===== src/rtl/imm_const_sequencer_pkg.sv =====
// Shared processor control definitions for the immediate constant sequencer:
// state encoding, extender control codes and the chunk-mask helper.
package imm_const_sequencer_pkg;

  typedef enum logic [1:0] {
    ST_IDLE = 2'd0,
    ST_MOVZ = 2'd1,
    ST_MOVK = 2'd2,
    ST_DONE = 2'd3
  } seq_state_e;

  localparam logic [2:0] MOVZ_CTRL_DEF = 3'b111;
  localparam logic [2:0] IDLE_CTRL_DEF = 3'b000;

  localparam logic [63:0] HALFWORD_ONES = 64'h0000_0000_0000_FFFF;

  // Bit i set when halfword i of the value is nonzero and so needs a step.
  function automatic logic [3:0] chunk_mask(input logic [63:0] v);
    logic [3:0] m;
    m = '0;
    for (int unsigned i = 0; i < 4; i++) begin
      m[i] = (v[16*i +: 16] != 16'h0000);
    end
    return m;
  endfunction

endpackage


===== src/rtl/imm_const_sequencer_chunk_pick.sv =====
// Lowest-set-bit picker over the 4-bit halfword mask.
module imm_const_sequencer_chunk_pick (
  input  logic [3:0] mask,
  output logic [1:0] hw,
  output logic       any
);

  always_comb begin
    hw  = '0;
    any = |mask;
    if (mask[0])      hw = 2'd0;
    else if (mask[1]) hw = 2'd1;
    else if (mask[2]) hw = 2'd2;
    else if (mask[3]) hw = 2'd3;
  end

endmodule


===== src/rtl/imm_const_sequencer.sv =====
// Builds a 64-bit constant as one MOVZ plus MOVK steps through an external
// immediate extender, one nonzero halfword per cycle, lowest halfword first.
module imm_const_sequencer
  import imm_const_sequencer_pkg::*;
#(
  parameter logic [2:0] MOVZ_CTRL = MOVZ_CTRL_DEF,
  parameter logic [2:0] IDLE_CTRL = IDLE_CTRL_DEF
) (
  input  logic        CLK,
  input  logic        resetl,
  input  logic        req_valid,
  input  logic [63:0] req_value,
  output logic        req_ready,
  output logic [2:0]  ext_ctrl,
  output logic [25:0] ext_imm26,
  input  logic [63:0] ext_busimm,
  output logic        out_valid,
  output logic [63:0] out_value,
  input  logic        out_ready,
  output logic [2:0]  steps
);

  seq_state_e  state_q, state_d;
  logic [63:0] value_q, value_d;
  logic [3:0]  mask_q,  mask_d;
  logic [63:0] acc_q,   acc_d;
  logic [2:0]  steps_q, steps_d;

  logic [1:0]  pick_hw;
  logic        pick_any;
  logic [1:0]  hw;
  logic [5:0]  shamt;
  logic [15:0] chunk;

  imm_const_sequencer_chunk_pick u_chunk_pick (
    .mask (mask_q),
    .hw   (pick_hw),
    .any  (pick_any)
  );

  // An all-zero value still takes one MOVZ at halfword 0.
  assign hw    = pick_any ? pick_hw : 2'd0;
  assign shamt = {hw, 4'b0000};
  assign chunk = 16'(value_q >> shamt);

  always_comb begin
    state_d   = state_q;
    value_d   = value_q;
    mask_d    = mask_q;
    acc_d     = acc_q;
    steps_d   = steps_q;
    ext_ctrl  = IDLE_CTRL;
    ext_imm26 = '0;

    unique case (state_q)
      ST_IDLE: begin
        if (req_valid) begin
          value_d = req_value;
          mask_d  = chunk_mask(req_value);
          steps_d = '0;
          state_d = ST_MOVZ;
        end
      end

      ST_MOVZ, ST_MOVK: begin
        ext_ctrl  = MOVZ_CTRL;
        ext_imm26 = {3'b000, hw, chunk, 5'b00000};
        // MOVK keeps earlier halfwords and replaces only the one being issued.
        if (state_q == ST_MOVZ) acc_d = ext_busimm;
        else                    acc_d = (acc_q & ~(HALFWORD_ONES << shamt)) | ext_busimm;
        mask_d  = mask_q & ~(4'b0001 << hw);
        steps_d = steps_q + 3'd1;
        state_d = (mask_d != 4'b0000) ? ST_MOVK : ST_DONE;
      end

      ST_DONE: begin
        if (out_ready) state_d = ST_IDLE;
      end

      default: state_d = ST_IDLE;
    endcase
  end

  always_ff @(posedge CLK or negedge resetl) begin
    if (!resetl) begin
      state_q <= ST_IDLE;
      value_q <= '0;
      mask_q  <= '0;
      acc_q   <= '0;
      steps_q <= '0;
    end else begin
      state_q <= state_d;
      value_q <= value_d;
      mask_q  <= mask_d;
      acc_q   <= acc_d;
      steps_q <= steps_d;
    end
  end

  assign req_ready = (state_q == ST_IDLE);
  assign out_valid = (state_q == ST_DONE);
  assign out_value = acc_q;
  assign steps     = steps_q;

endmodule


===== config.mk =====
export PLATFORM = sky130hd
export DESIGN_NAME = imm_const_sequencer
export DESIGN_NICKNAME = d
export VERILOG_FILES = /design/src/rtl/imm_const_sequencer_pkg.sv /design/src/rtl/imm_const_sequencer_chunk_pick.sv /design/src/rtl/imm_const_sequencer.sv
export SDC_FILE = /design/constraint.sdc
export NUM_CORES = 1
export LEC_CHECK = 0
export BUFFER_PORTS_ARGS = -buffer_cell sky130_fd_sc_hd__buf_4
export CAP_MARGIN = 20
export CORE_MARGIN = 2
export CORE_UTILIZATION = 53
export CTS_CLUSTER_DIAMETER = 100
export DETAILED_ROUTE_END_ITERATION = 6
export GPL_ROUTABILITY_DRIVEN = 0
export PLACE_DENSITY = 0.95
export SLEW_MARGIN = 10
export SYNTH_ARGS = -nofsm -noshare
export SYNTH_HDL_FRONTEND = slang
export SYNTH_SLANG_ARGS = --single-unit

===== constraint.sdc =====
create_clock -name CLK -period 5.2 [get_ports CLK]
set_input_delay 0 -clock CLK [delete_from_list [all_inputs] [get_ports CLK]]
set_output_delay 0 -clock CLK [all_outputs]
set_load 0.02 [all_outputs]

==> results.md, run 1 <==
* Post-CTS Resized at 0
* Worst VDD drop at 560.3 uV
* PortBufs at 221
* Total congestion overflow at 0
* Die width at around 110 um
* Cells after Synth at between 400 and 500
* Hold crit path type: primary input to flip-flop
* Buffers and inverters on the worst path at 3
* Drt first pass iters at 5
* Final worst path period share at 69.06%
* Ys Warns at 0
* Max incr delay on CP at 0.74 ns
* Syn Std Cell Area at 5902 um^2
* Largest net degree at the start of global routing at between 80 and 90
* Ant diodes at 0
* Max Buffers Root-to-Sink at 2
* Area after DPL at 7533 um^2
* Area grow syn2layout at 60.80%
* Root Driver: clkbuf_8
* Endpoints failing setup at 0
* Crit-path slowest cell: ha_2
* # rows at 38
* Seq cells post-synth at 137
* CP cell instances: inv_1 > ha_2 > buf_4 > nand2_1 > o22ai_1 > buf_4
* Hold depth at 3
* Cell depth of the worst setup path at 6
* Num CTS Buffers at 17
* FILL cells at roughly 430
* Number of synthesized flops with an enable pin at 0
* Compound-Gate Fraction of Synth Area at about 16%
* Remaining antenna violation count at 0
* Post-Synth XOR/XNOR Area at 0%
* Crit start category: flip-flop
* Drt via density at 6.041
* Cts hold-fix bufs at between 100 and 150
* Worst path top cell family by delay: buffers and inverters
* Nets at around 920
* Critical Path Fanout Max at 48
* Largest family of logic cells by synthesized area: compound AO/OA/AOI/OAI gates
* Clock Latency Late Sink at around 0.53 ns
* Syn Area/Cell at 13.51 um^2
* Distinct cells, synth at 38
* Critical path class: flip-flop to output pin
* Die Y at 109.5 um
* Initial DRC count at 413
* Clk_skew at 0.01003 ns
* Layout cells sized above 1 at 42.01%
* Max-cap violations at 0
* Starting Density at 54.44%
* Clk pin slew, worst setup/hold paths at about 0.06 ns
* CP Data Arrival Time at 3.59 ns
* CTS tree: done
* Final worst path period need at roughly 3.6 ns
* Vias at 5648
* Worst-Margin Slew at 1.113 ns
* Clock sinks at 137
* Number of global-route vias before repair at 5991
* Post-Synth Simple-Gate Area at 4.579%
* Rel. slew slack at around a quarter
* Register area at 3428 um^2
* Post-CTS Setup Inserts at 0
* DRC at 0
* R2R depth at 6
* H-tree depth at 4
* Initial antenna violation count at 0
* Leak Pwr at 4.485 nW
* Most used cell, CP: buf_4
* Req. time, crit path at 5.20 ns
* Final wirelength at 23420 um
* Gr usage total at 40.16%
* Per-cell routed wire length at 25.05 um
* Post-synth ARST share at 100.0%
* Cell area power density at 724.1 nW/um^2
* Register area share after synthesis at 58.09%
* Die area at 12000 um^2
* RSZ-0062 raised after global routing: false
* TNS Setup at 0 ns
* Status: finished clean
* Detail Placement HPWL at 12680 um
* Mux cell area share after synthesis at 15.09%
* Prevailing post-synth register cell: dfrtp_1
* Max Freq at 278.5 MHz
* Multi-input gate area at 2226 um^2
* I/O pin count at 230
* Core ar. at 10840 um^2
* Critical Path Sink Type: output pin
* Fin. max-slew vios at 0
* Final Hold Viols at 0
* Final instance area at 9490 um^2
* Adder-cell area share of the yosys netlist at 1.018%
* First-pass GRT wire length at between 30000 and 40000 um
cells in the final DEF, fill, tap and decap left out, types with 4 or more instances in the layout:
| cell type | n |
|---|---|
| o21ai_0 | 6 |
| buf_4 | 224 |
| a22o_2 | 7 |
| clkbuf_8 | 4 |
| nor2_1 | 7 |
| a22oi_1 | 17 |
| dfrtp_1 | 137 |
| o22ai_1 | 16 |
| conb_1 | 8 |
| dlygate4sd3_1 | 132 |
| inv_1 | 5 |
| nand2_1 | 14 |
| a22o_1 | 59 |
| nor4_1 | 15 |
| clkinvlp_4 | 4 |
| mux2_2 | 64 |
| mux2i_1 | 17 |
| clkbuf_16 | 16 |
final cells by class:
cell class	instances	area share, %
inverter	5	0.1978
clock buffer	22	4.878
sequential	137	36.12
tap	140	1.846
clock inverter	10	1.239
multi-input combinational	262	23.45
timing repair buffer	359	32.26
synth_stat cells (3+ instances only):
library cell / number / area share, %
nor3_1: 3 / 0.25
nor4_1: 15 / 1.6
nor2_1: 7 / 0.45
mux2_2: 64 / 12
clkbuf_1: 10 / 0.64
a22o_2: 7 / 1.2
a21oi_1: 3 / 0.25
buf_4: 12 / 1.5
a22oi_1: 17 / 2.2
nand4_1: 3 / 0.32
inv_1: 5 / 0.32
buf_2: 10 / 0.85
dfrtp_1: 137 / 58
mux2i_1: 17 / 2.9
buf_6: 7 / 1.3
o21ai_0: 6 / 0.51
ha_1: 4 / 0.85
o22ai_1: 16 / 1.7
a22o_1: 59 / 8.8
nand2_1: 15 / 0.95
metrics by stage:
stage	cells	setup slack, ns	util [%]	power (mW)	hold WS, ns
floorplan	444	3.381	-	4.134	-0.2956
global placement	768	2.631	69.49	5.153	-0.04102
detailed placement	768	2.374	69.49	5.324	-0.02843
CTS	933	1.802	87.22	6.617	0.2395
global route	935	1.468	87.55	7.128	0.2367
finish	935	1.609	87.55	6.872	0.2500
flip-flops by register name (all words and copies together), names as in the netlist:
register	cells
mask_q	4
state_q	2
steps	3
out_value	64
value_q	64
per-layer routing:
layer / track usage, % / vias up / wire length [um]
li1: - / 2333 / -
met3: 10.67 / 110 / 2038
met5: 0 / - / 0
met4: 25.23 / 0 / 1474
met1: 46.13 / 2796 / 8298
met2: 66.71 / 409 / 11610
kinds of logic after synthesis:
kind of cell / Yosys count
other cells: 1
simple gates: 50
mux: 81
buf+inv: 45
flops: 137
compound gates: 118
fa+ha+maj: 5
worst register-to-register path, delay by kind of cell (launching register included):
kind	cells	cell delay, ns
flops	1	0.41
buf+inv	2	0.66
compound gates	3	0.90
fa+ha+maj	1	0.74
worst paths after layout:
check,start,end,slack (ns)
max,state_q[0],ext_imm26[10],1.61
min,ext_busimm[19],out_value[19],0.25
max reg2reg,state_q[0],out_value[0],2.38
min reg2reg,out_value[17],out_value[17],0.50
max in group asynchronous,resetl,value_q[55],3.82
min in group asynchronous,resetl,out_value[62],0.44
power breakdown:
group	switching [mW]	internal, mW
Combinational	2.07	1.55
Clock	0.466	0.721
Sequential	0.431	1.63
(Power assumes the default switching activity.)
==> inputs of run 2 (changes only) <==
--- a/config.mk
+++ b/config.mk
@@ -8,11 +8,11 @@
 export BUFFER_PORTS_ARGS = -buffer_cell sky130_fd_sc_hd__buf_4
 export CAP_MARGIN = 20
 export CORE_MARGIN = 2
-export CORE_UTILIZATION = 53
+export CORE_UTILIZATION = 44
 export CTS_CLUSTER_DIAMETER = 100
 export DETAILED_ROUTE_END_ITERATION = 6
 export GPL_ROUTABILITY_DRIVEN = 0
-export PLACE_DENSITY = 0.95
+export PLACE_DENSITY = 0.86
 export SLEW_MARGIN = 10
 export SYNTH_ARGS = -nofsm -noshare
 export SYNTH_HDL_FRONTEND = slang
==> constraint.sdc (replaced) <==
create_clock -name CLK -period 3.3 [get_ports CLK]
set_input_delay 0 -clock CLK [delete_from_list [all_inputs] [get_ports CLK]]
set_output_delay 0 -clock CLK [all_outputs]
set_load 0.02 [all_outputs]
==> run 2 against run 1 <==
First-iteration DRC count increased by 0.48%. Critical path depth fell by 1. Sequential power up 54%. Worst setup slack worse by 0.91 ns. Final area rose by 0.62%. Core utilization fell by 15 points. Largest cell class unchanged. Die area is 20% higher. Sequential share of layout area down 0.22 points.
==> results.md, run 2 (same netlist as run 1, synthesis figures left out) <==
* Final worst path period share at 78.87%
* Detail Placement HPWL at roughly 12000 um
* Vias at 5321
* Max-cap violations at 0
* Leak Pwr at 4.512 nW
* Drt first pass iters at 5
* Worst VDD drop at 1027 uV
* Buffers and inverters on the worst path at 1
* Initial antenna violation count at 0
* Hold crit path type: primary input to asynchronous set/reset pin
* Clock Latency Late Sink at 0.42 ns
* # rows at 42
* PortBufs at 221
* Area grow syn2layout at 61.80%
* Per-cell routed wire length at 20.78 um
* Die width at between 100 and 150 um
* Root Driver: clkbuf_16
* Power Total at 10.56 mW
* Final worst path period need at 2.603 ns
* Reg2reg end: out_value[8]
* R2R Setup Slk at 0.92 ns
* Remaining antenna violation count at 0
* Rel. slew slack at 32.67%
* Endpoints failing setup at 0
* R2R depth at 5
* Total congestion overflow at 0
* Gate power share at 51.6%
* CTS tree: done
* Final worst slack at 0.6972 ns
* Commonest non-fill, non-tap cells in the layout: buf_4, dfrtp_1, dlygate4sd3_1
* Clk pin slew, worst setup/hold paths at ~0.06 ns
* Max incr delay on CP at 0.79 ns
* Max Freq at 384.2 MHz
* Net Sw Frac at 40.78%
* Post-CTS Resized at 0
* Register area at 3428 um^2
* Post-CTS Setup Inserts at 0
* Worst-Margin Slew at 1.010 ns
* CP cell instances: nand2b_1 > a21o_1 > mux2i_1 > o22ai_1 > buf_4
* Starting Density at 44.74%
* Critical Path Fanout Max at 18
* Cells after DPL at roughly 810
* Nets at 918
* Initial DRC count at 415
* Final Hold Viols at 0
* Worst path top cell family by delay: compound AO/OA/AOI/OAI gates
* Cell area power density at 1106 nW/um^2
* First-pass GRT wire length at 31330 um
* I/O pin count at 230
* Core ar. at approximately 13000 um^2
* TNS Setup at 0 ns
* Status: finished clean
* Internal power at roughly 6.3 mW
* Gr usage total at 28.90%
* H-tree depth at 4
* Crit-path slowest cell: a21o_1
* R2R Path Start: state_q[0]
* Max Buffers Root-to-Sink at 2
* Clk_skew at 0.007147 ns
* Pre-CTS setup slack at around 0.96 ns
* Final wirelength at 20220 um
* Largest net degree at the start of global routing at 138
* DRC at 0
* Layout cells sized above 1 at between 40 and 50%
* RSZ-0062 raised after global routing: false
* Clock network fraction of design power at 18.4%
* Critical path class: flip-flop to output pin
* CP Data Arrival Time at 2.60 ns
* Num CTS Buffers at 17
* Req. time, crit path at between 3 and 4 ns
* FILL cells at slightly above 800
* Number of global-route vias before repair at 5699
* Clock sinks at 137
* Util after Layout at between 70 and 80%
* Die area at 14360 um^2
* NetSw at 4.309 mW
* Non-filler cells, final at 973
* Drt via density at 5.469
* Fin. max-slew vios at 0
* Critical Path Sink Type: output pin
* Multi-input gate area at 2226 um^2
* Die Y at 119.8 um
* Leading cell type in the layout, fill and taps excluded: buf_4
* Crit start category: flip-flop
* Sequential share of power at 30.1%
run 2: worst reg2reg max path, cell delays in order, from the launching register on:
cell	delay [ns]
dfrtp_1	0.41
inv_1	0.07
ha_2	0.60
buf_4	0.62
a22oi_4	0.28
a22o_1	0.27
run 2: final cells by class:
type,count,share of cell area [%]
clock inverter,13,1.572
clock buffer,19,4.743
tap,176,2.306
antenna,2,0.05241
timing repair buffer,359,31.92
sequential,137,35.90
multi-input combinational,262,23.31
inverter,5,0.1965
run 2: per-layer routing:
layer	routed length, um	track usage (%)	up-vias
li1	-	-	2346
met5	0	0	-
met4	716	13.38	0
met3	1440	8.222	55
met2	10550	50.43	270
met1	7508	32.75	2650
run 2: repair_timing:
item,CTS,global route
endpoints found under the setup margin,0,0
hold buffers,131,0
hold endpoints to repair,270,0
run 2: metrics by stage:
step	hold WS, ns	area [um^2]
final	0.2439	9549
after global routing	0.3095	9544
after CTS	0.2837	9537
after detailed placement	0.1842	7622
after global placement	0.1689	7622
after floorplan	-0.2956	5928
run 2: worst max path at each step:
stage	depth (start not counted)	start	to
6_report	5	mask_q[2]	ext_imm26[10]
5_1_grt	5	mask_q[2]	ext_imm26[15]
4_1_cts	5	mask_q[2]	ext_imm26[10]
3_5_place_dp	5	state_q[0]	out_value[48]
3_3_place_gp	5	state_q[0]	out_value[49]
2_1_floorplan	7	state_q[0]	ext_imm26[10]
run 2: power groups by stage:
stage                     combinational [mW]  clock (mW)  sequential (mW)
after floorplan                         3.03           0             3.48
after global placement                  5.03           0             3.11
after detailed placement                5.21           0             3.14
after CTS                               5.38        1.96             3.13
after global routing                    5.81        2.03             3.26
final                                   5.45        1.94             3.18
==> inputs of run 3 (changes only) <==
--- a/config.mk
+++ b/config.mk
@@ -8,11 +8,11 @@
 export BUFFER_PORTS_ARGS = -buffer_cell sky130_fd_sc_hd__buf_4
 export CAP_MARGIN = 20
 export CORE_MARGIN = 2
-export CORE_UTILIZATION = 44
+export CORE_UTILIZATION = 49
 export CTS_CLUSTER_DIAMETER = 100
 export DETAILED_ROUTE_END_ITERATION = 6
 export GPL_ROUTABILITY_DRIVEN = 0
-export PLACE_DENSITY = 0.86
+export PLACE_DENSITY = 0.9
 export SLEW_MARGIN = 10
 export SYNTH_ARGS = -nofsm -noshare
 export SYNTH_HDL_FRONTEND = slang
==> constraint.sdc (replaced) <==
create_clock -name CLK -period 2.7 [get_ports CLK]
set_input_delay 0 -clock CLK [delete_from_list [all_inputs] [get_ports CLK]]
set_output_delay 0 -clock CLK [all_outputs]
set_load 0.02 [all_outputs]
==> run 3 against run 2 <==
Register-to-register slack got worse by 0.22 ns. Clock power rose by 23%. Sequential cell count did not move. Global-route usage rose by 4.1 points. Clock skew rose by 0.0024 ns. Non-clock buffer count rose by 1. Via count rose by 0.58%.
==> results.md, run 3 (same netlist as run 1, synthesis figures left out) <==
* Status: finished clean
* Max Buffers Root-to-Sink at 2
* R2R depth at 5
* Max incr delay on CP at 0.65 ns
* Post-CTS Resized at 0
* Die Y at 113.8 um
* Critical Path Sink Type: output pin
* Final wirelength at 20780 um
* Starting Density at 49.76%
* Non-filler cells, final at roughly 940
* Rel. slew slack at around 48%
* CP Data Arrival Time at 2.48 ns
* Final instance area at 9524 um^2
* Hold crit path type: primary input to asynchronous set/reset pin
* CTS tree: done
* Clock Latency Late Sink at 0.42 ns
* Endpoints failing setup at 0
* Critical path class: flip-flop to output pin
* Drt first pass iters at 5
* Worst path top cell family by delay: simple AND/OR/NAND/NOR gates
* Cell depth of the worst setup path at 5
* Largest net degree at the start of global routing at between 80 and 90
* RSZ-0062 raised after global routing: false
* Final worst path period need at 2.479 ns
* Clk_skew at roughly 0.0095 ns
* Layout cells sized above 1 at 42.14%
* Crit start category: flip-flop
* Commonest non-fill, non-tap cells in the layout: buf_4, dfrtp_1, dlygate4sd3_1
* Worst-Margin Slew at 0.7763 ns
* H-tree depth at 4
* Max-cap violations at 0
* Drt via density at 5.676
* Pre-CTS setup slack at 0.7501 ns
* Core ar. at about 12000 um^2
* Remaining antenna violation count at 0
* Die area at 12940 um^2
* Post-CTS Setup Inserts at 0
* Cell area power density at approximately 1400 nW/um^2
* PortBufs at 221
* Leading cell type in the layout, fill and taps excluded: buf_4
* Final worst path period share at 91.83%
* Clk pin slew, worst setup/hold paths at 0.06 ns
* Gr usage total at 33.00%
* Vias at 5352
* Worst VDD drop at 1341 uV
* Fin. max-slew vios at 0
* Cts hold-fix bufs at 131
* Initial DRC count at about 380
* Die width at 113.8 um
* Final worst slack at 0.2207 ns
* Total congestion overflow at 0
* CP cell instances: nor2_1 > and2_1 > a22oi_1 > o22ai_1 > buf_4
* Req. time, crit path at 2.70 ns
* TNS Setup at 0 ns
* Final Hold Viols at 0
* Initial antenna violation count at 1
* Nets at 919
* Crit-path slowest cell: and2_1
* Num CTS Buffers at 17
* Critical Path Fanout Max at 17
* DRC at 0
* # rows at 40
* Leak Pwr at 4.514 nW
* Root Driver: clkbuf_16
* Cells after DPL at 780
* Per-cell routed wire length at 22.04 um
* Clock sinks at 137
* First-pass GRT wire length at 31800 um
* Number of global-route vias before repair at 5841
* Detail Placement HPWL at around 12000 um
* Buffers and inverters on the worst path at 1
* Area after DPL at 7605 um^2
* Area grow syn2layout at 61.37%
* Max Freq at 403.3 MHz
* I/O pin count at 230
* Util after Layout at between 80% and 90%
## run 3: power by group
group | internal [mW] | switching, mW
clock network | 1.54 | 0.850
registers | 3.14 | 0.725
logic | 3.03 | 3.80
## run 3: final timing paths
check	to	startpoint	slack, ns
setup / recovery	ext_imm26[16]	mask_q[0]	0.22
hold / removal	value_q[31]	resetl	0.17
setup reg to reg	out_value[47]	state_q[0]	0.70
hold reg to reg	value_q[18]	value_q[18]	0.50
max in group asynchronous	out_value[57]	resetl	1.71
min in group CLK	out_value[40]	ext_busimm[40]	0.36
## run 3: final cells by class
class                           instances  area, um^2
Antenna cell                            1       2.502
Clock buffer                           23       488.0
Clock inverter                          8       117.6
Fill cell                             621        2337
Inverter                                5       18.77
Multi-Input combinational cell        262        2226
Sequential cell                       137        3428
Tap cell                              147       183.9
Timing Repair Buffer                  360        3059
## run 3: metrics by stage
step / power, mW / hold WS, ns
after floorplan: 7.962 / -0.2956
after global placement: 9.991 / 0.08964
after detailed placement: 10.23 / 0.09426
after CTS: 12.81 / 0.2195
after global routing: 13.67 / 0.2606
final: 13.08 / 0.1691
## run 3: per-layer routing
layer | vias to the layer above | share of wire [%] | GRT usage [%]
met2 | 311 | 52 | 57.64
met5 | - | 0 | 0
met3 | 72 | 7.0 | 7.917
met1 | 2633 | 36 | 37.03
li1 | 2336 | - | -
met4 | 0 | 4.8 | 18.86
